`src/rtl/arb_req_fifo.sv`:
```
// arb_req_fifo: first-word-fall-through request FIFO in front of the arbiter.
// Storage is a two-port RAM (port A write-only, port B registered read). The
// port-B output register doubles as the FIFO output stage, so capacity is
// DEPTH + 1 words. Optional macro ARB_FIFO_LEVEL_EN adds a registered
// occupancy output (levelOut).
module arb_req_fifo #(
    parameter int unsigned DATA_WIDTH = 8,
    parameter int unsigned ADDR_WIDTH = 2
) (
    input  logic                  clockIn,
    input  logic                  resetIn_n,
    input  logic                  inValidIn,
    input  logic [DATA_WIDTH-1:0] inDataIn,
    output logic                  inReadyOut,
    output logic                  outValidOut,
    output logic [DATA_WIDTH-1:0] outDataOut,
    input  logic                  outReadyIn
`ifdef ARB_FIFO_LEVEL_EN
    ,
    output logic [ADDR_WIDTH+1:0] levelOut
`endif
);

    localparam int unsigned Depth = 2 ** ADDR_WIDTH;
    localparam logic [ADDR_WIDTH:0] DepthCnt = Depth[ADDR_WIDTH:0];

    logic [ADDR_WIDTH:0]   wr_ptr_q, wr_ptr_d;
    logic [ADDR_WIDTH:0]   rd_ptr_q, rd_ptr_d;
    logic [ADDR_WIDTH:0]   ram_count_q, ram_count_d;
    logic                  out_valid_q, out_valid_d;
    logic [DATA_WIDTH-1:0] rd_data_q;
    logic [DATA_WIDTH-1:0] mem_q [Depth];

    logic push;
    logic pop;
    logic fetch;

    // Handshake decode; ready depends only on registered state.
    always_comb begin
        inReadyOut = (ram_count_q != DepthCnt);
        push       = inValidIn & inReadyOut;
        pop        = out_valid_q & outReadyIn;
        // Refill the output stage whenever it is empty or being drained.
        fetch      = (ram_count_q != '0) & (~out_valid_q | outReadyIn);
    end

    // Next-state for pointers, RAM occupancy and output-stage valid.
    always_comb begin
        wr_ptr_d    = wr_ptr_q;
        rd_ptr_d    = rd_ptr_q;
        ram_count_d = ram_count_q;
        out_valid_d = out_valid_q;
        if (push) begin
            wr_ptr_d = wr_ptr_q + 1'b1;
        end
        if (fetch) begin
            rd_ptr_d = rd_ptr_q + 1'b1;
        end
        if (push && !fetch) begin
            ram_count_d = ram_count_q + 1'b1;
        end else if (!push && fetch) begin
            ram_count_d = ram_count_q - 1'b1;
        end
        if (fetch) begin
            out_valid_d = 1'b1;
        end else if (pop) begin
            out_valid_d = 1'b0;
        end
    end

    // Control state; reset discards contents immediately.
    always_ff @(posedge clockIn or negedge resetIn_n) begin
        if (!resetIn_n) begin
            wr_ptr_q    <= '0;
            rd_ptr_q    <= '0;
            ram_count_q <= '0;
            out_valid_q <= 1'b0;
        end else begin
            wr_ptr_q    <= wr_ptr_d;
            rd_ptr_q    <= rd_ptr_d;
            ram_count_q <= ram_count_d;
            out_valid_q <= out_valid_d;
        end
    end

    // RAM port A: write-only.
    always_ff @(posedge clockIn) begin
        if (push) begin
            mem_q[wr_ptr_q[ADDR_WIDTH-1:0]] <= inDataIn;
        end
    end

    // RAM port B: registered read, enabled only on fetch so the head holds.
    always_ff @(posedge clockIn) begin
        if (fetch) begin
            rd_data_q <= mem_q[rd_ptr_q[ADDR_WIDTH-1:0]];
        end
    end

    assign outValidOut = out_valid_q;
    assign outDataOut  = rd_data_q;

`ifdef ARB_FIFO_LEVEL_EN
    logic [ADDR_WIDTH+1:0] level_q, level_d;

    // Occupancy = RAM entries plus the output stage, tracked on the same edge.
    always_comb begin
        level_d = {1'b0, ram_count_d} + {{(ADDR_WIDTH + 1){1'b0}}, out_valid_d};
    end

    // Occupancy register.
    always_ff @(posedge clockIn or negedge resetIn_n) begin
        if (!resetIn_n) begin
            level_q <= '0;
        end else begin
            level_q <= level_d;
        end
    end

    assign levelOut = level_q;
`endif

endmodule

```
`config.mk`:
```
export PLATFORM = sky130hd
export DESIGN_NAME = arb_req_fifo
export DESIGN_NICKNAME = d
export VERILOG_FILES = /design/src/rtl/arb_req_fifo.sv
export SDC_FILE = /design/constraint.sdc
export NUM_CORES = 1
export LEC_CHECK = 0
export CAP_MARGIN = 0
export CORE_UTILIZATION = 54
export DETAILED_ROUTE_END_ITERATION = 12
export PLACE_DENSITY = 0.77
export SETUP_SLACK_MARGIN = 0.4
export SKIP_CTS_REPAIR_TIMING = 1
export SLEW_MARGIN = 25
export SYNTH_ARGS = -nofsm -noshare
export SYNTH_HDL_FRONTEND = slang
export SYNTH_SLANG_ARGS = --single-unit
```
`constraint.sdc`:
```
create_clock -name clockIn -period 2.7 [get_ports clockIn]
set_clock_uncertainty 0.2 [all_clocks]
set_input_delay 0.81 -clock clockIn [delete_from_list [all_inputs] [get_ports clockIn]]
set_output_delay 0.81 -clock clockIn [all_outputs]
set_load 0.01 [all_outputs]
```
==> results.rst <==
.. list-table::
   :header-rows: 1

   * - Metric
     - Value
   * - Number of primary I/O pins
     - 22
   * - Max capacitance violation total
     - 0
   * - Number of distinct library cells after synthesis
     - 21
   * - Core region area
     - 3337 µm²
   * - Leakage power of the design
     - between 0.9 and 1 nW
   * - Clk Tree Root Cell
     - sky130_fd_sc_hd__clkbuf_4
   * - Detailed placer's ending HPWL
     - approximately 1.9 mm
   * - RSZ-0062 raised after global routing
     - true
   * - Total track usage
     - between 10% and 20%
   * - Worst hold-check path type
     - flip-flop to flip-flop
   * - Worst-case hold slack
     - approximately 350 ps
   * - Post-route antenna net violation count
     - 0
   * - Number of storage elements in the synthesis netlist
     - 48
   * - Flop-to-flop setup slack
     - about 400 ps
   * - Clock buffer count from CTS
     - 5
   * - Most common cell after layout, fill and taps aside
     - sky130_fd_sc_hd__edfxtp_1
   * - Category of the critical setup timing path
     - flip-flop to flip-flop
   * - Wire length of the first global-routing pass
     - between 4 and 5 mm
   * - Category of the worst setup path launch point
     - flip-flop
   * - Largest fanout on the critical path
     - 3
   * - Fraction of the yosys area taken by sequential cells
     - 74.82%
   * - Initial Utilization
     - between 50% and 60%
   * - Via count of the routed design
     - about 900
   * - Area added between synthesis and finish
     - 25.58%
   * - Cell type contributing the most total cell area after synthesis
     - sky130_fd_sc_hd__edfxtp_1
   * - Antenna fix cells
     - 0
   * - CTS H-tree depth
     - 2
   * - Count of warnings emitted by yosys
     - 0
   * - Initial DRC count
     - 36
   * - Detailed-route DRC error count
     - 0
   * - Worst reg2reg path endpoint
     - ram_count_q[2]$_DFFE_PN0P_
   * - Worst slack, placed
     - -43.44 ps
   * - Proportion of layout cells with a drive suffix above 1
     - a little under a third
   * - Post-synthesis net count
     - 107
   * - Final worst path period need
     - 2300 ps
   * - Worst vdd ir
     - roughly 0.64 mV
   * - Post-Route Utilization
     - roughly 70%
   * - Cell types with the largest area share after synthesis
     - sky130_fd_sc_hd__edfxtp_1 64%, sky130_fd_sc_hd__dfrtp_1 11%, sky130_fd_sc_hd__mux4_2 9.6%, sky130_fd_sc_hd__ha_1 3.3%, sky130_fd_sc_hd__xnor2_1 1.9%
   * - Hold Path End
     - ram_count_q[0]$_DFFE_PN0P_
   * - Deepest clock path buffer count
     - 2
   * - Initial antenna violation count
     - 0
   * - Area share of the leading cell type in the synthesized netlist
     - between 60% and 70%
   * - CP required
     - 2780 ps
   * - Number of nets in the layout
     - around 150
   * - Routability congestion estimate
     - 0.6660
   * - Quantity of I/O buffers inserted on ports
     - 21
   * - FF-to-FF Start
     - ram_count_q[1]$_DFFE_PN0P_
   * - Sort of element at the end of the critical path
     - flip-flop
   * - Worst skew pair latency
     - 360 ps
   * - Mean number of vias per cell
     - 5.073
   * - Post-DR wirelength/cell
     - 17.07 µm
   * - Transition time of the tightest slew-check pin
     - around 650 ps
   * - Num rows
     - 21
   * - Most used flip-flop cell after synthesis
     - sky130_fd_sc_hd__edfxtp_1
   * - Async S/R FF share, synth
     - 16.67%
   * - Final hold viol count
     - 0
   * - Hold path startpoint
     - ram_count_q[0]$_DFFE_PN0P_
   * - Worst hold path depth
     - 1
   * - Number of synthesized flops with an enable pin
     - 40
   * - Router iterations before antenna repair
     - 4
   * - Die extent in y
     - approximately 60 µm
   * - Count of clock tree sinks
     - 48
   * - Total wirelength of the detailed-routed design
     - a little over 3 mm
   * - CP arrival
     - approximately 2400 ps
   * - Avg Cell Area, Syn
     - between 20 and 25 µm²
   * - Largest net degree at the start of global routing
     - 15
   * - Die Width
     - between 60 and 70 µm
   * - Vias in the first global route
     - between 800 and 900
   * - Register-to-Register Path Depth
     - 9
   * - Setup Viol. Count Final
     - 0
   * - Run status
     - finished, final reports clean
   * - CTS clk-pin slew, worst paths
     - roughly 130 ps
   * - Period utilization
     - between 80% and 90%
   * - Headroom to the max-slew limit
     - 56.68%
   * - Max frequency
     - between 400 and 500 MHz
   * - Power density over the cells
     - 1009 nW/µm²
   * - Netlist Area Pre-Place
     - between 1500 and 2000 µm²
   * - Final setup margin
     - roughly 400 ps
   * - Post-synthesis cell count
     - a little under 90
   * - Most used cells in the layout excluding fill and tap cells
     - 40 x sky130_fd_sc_hd__edfxtp_1, 14 x sky130_fd_sc_hd__buf_4, 12 x sky130_fd_sc_hd__clkdlybuf4s50_1
   * - Congestion Overflow GR
     - 0
   * - Pins Over Slew Limit
     - 0
   * - Clock tree from TritonCTS
     - yes
   * - Die area
     - roughly 3700 µm²
==> synthesized netlist by cell type, drive strengths merged, types with 2 or more instances <==
cell and count:
and2 4, nor2 2, nand2 2, ha 5, inv 4, dfrtp 8, mux4 8, xnor2 4
edfxtp 40, nand2b 2, xor2 2, mux2 2
==> how the worst max path moves through the flow <==
| stage | slack (ps) | end | from | depth (start not counted) |
|---|---|---|---|---|
| after floorplan | 410 | ram_count_q[2]$_DFFE_PN0P_ | inValidIn | 7 |
| after global routing | 340 | ram_count_q[2]$_DFFE_PN0P_ | ram_count_q[1]$_DFFE_PN0P_ | 9 |
| after global placement | -20 | ram_count_q[2]$_DFFE_PN0P_ | inValidIn | 8 |
| final | 400 | ram_count_q[2]$_DFFE_PN0P_ | ram_count_q[1]$_DFFE_PN0P_ | 9 |
| after detailed placement | -40 | ram_count_q[1]$_DFFE_PN0P_ | outReadyIn | 7 |
| after CTS | 90 | inReadyOut | ram_count_q[0]$_DFFE_PN0P_ | 3 |
==> critical path, stage by stage (launching register included) <==
cell	delay, ps
sky130_fd_sc_hd__dfrtp_2	460
sky130_fd_sc_hd__buf_6	130
sky130_fd_sc_hd__or3_4	400
sky130_fd_sc_hd__nand2_4	80
sky130_fd_sc_hd__ha_4	140
sky130_fd_sc_hd__inv_4	30
sky130_fd_sc_hd__fa_2	350
sky130_fd_sc_hd__xor2_1	150
sky130_fd_sc_hd__nor2_1	110
sky130_fd_sc_hd__xor2_1	160
==> final cells by class <==
| type | count | area, µm² |
|---|---|---|
| Clock buffer | 6 | 41.29 |
| Clock inverter | 2 | 11.26 |
| Fill cell | 245 | 984.7 |
| Inverter | 4 | 17.52 |
| Multi-Input combinational cell | 35 | 471.7 |
| Sequential cell | 48 | 1404 |
| Tap cell | 46 | 57.56 |
| Timing Repair Buffer | 36 | 349.1 |
==> power breakdown <==
part	internal (mW)	total, mW	switching (mW)
clock network	0.0994	0.313	0.214
registers	1.07	1.23	0.167
logic	0.496	0.827	0.330
==> logic make-up after synthesis <==
| kind of cell | share of synthesized area (%) |
|---|---|
| muxes | 10.82 |
| DFF | 74.82 |
| buffers and inverters | 1.669 |
| adders and majority gates | 4.409 |
| AOI/OAI and AO/OA | 1.002 |
| xor gates and xnor gates | 2.806 |
| and+or+nand+nor | 4.475 |
==> sequential cells by signal (all words and copies together) (netlist names) <==
signal,count
outDataOut,8
mem_q,32
ram_count_q,3
rd_ptr_q,2
outValidOut,1
wr_ptr_q,2
==> metrics by stage <==
| step | cells | cell area, µm² | total power [mW] | TNS (ps) |
|---|---|---|---|---|
| 3_5_place_dp | 162 | 2197 | 1.991 | -85.96 |
| 5_1_grt | 177 | 2352 | 2.514 | 0 |
| 4_1_cts | 170 | 2250 | 2.299 | 0 |
| 3_3_place_gp | 162 | 2197 | 1.936 | -21.54 |
| 2_1_floorplan | 89 | 1886 | 1.676 | 0 |
| 6_report | 177 | 2352 | 2.374 | 0 |
==> layer usage <==
metal / track usage, % / share of wire, % / vias to the layer above
met4: 10.71 / 2.4 / 0
met3: 5.117 / 3.5 / 7
met2: 29.04 / 52 / 19
met5: 0 / 0 / -
li1: - / - / 419
met1: 22.16 / 42 / 453
No activity file was read; power rests on OpenSTA's default activity.
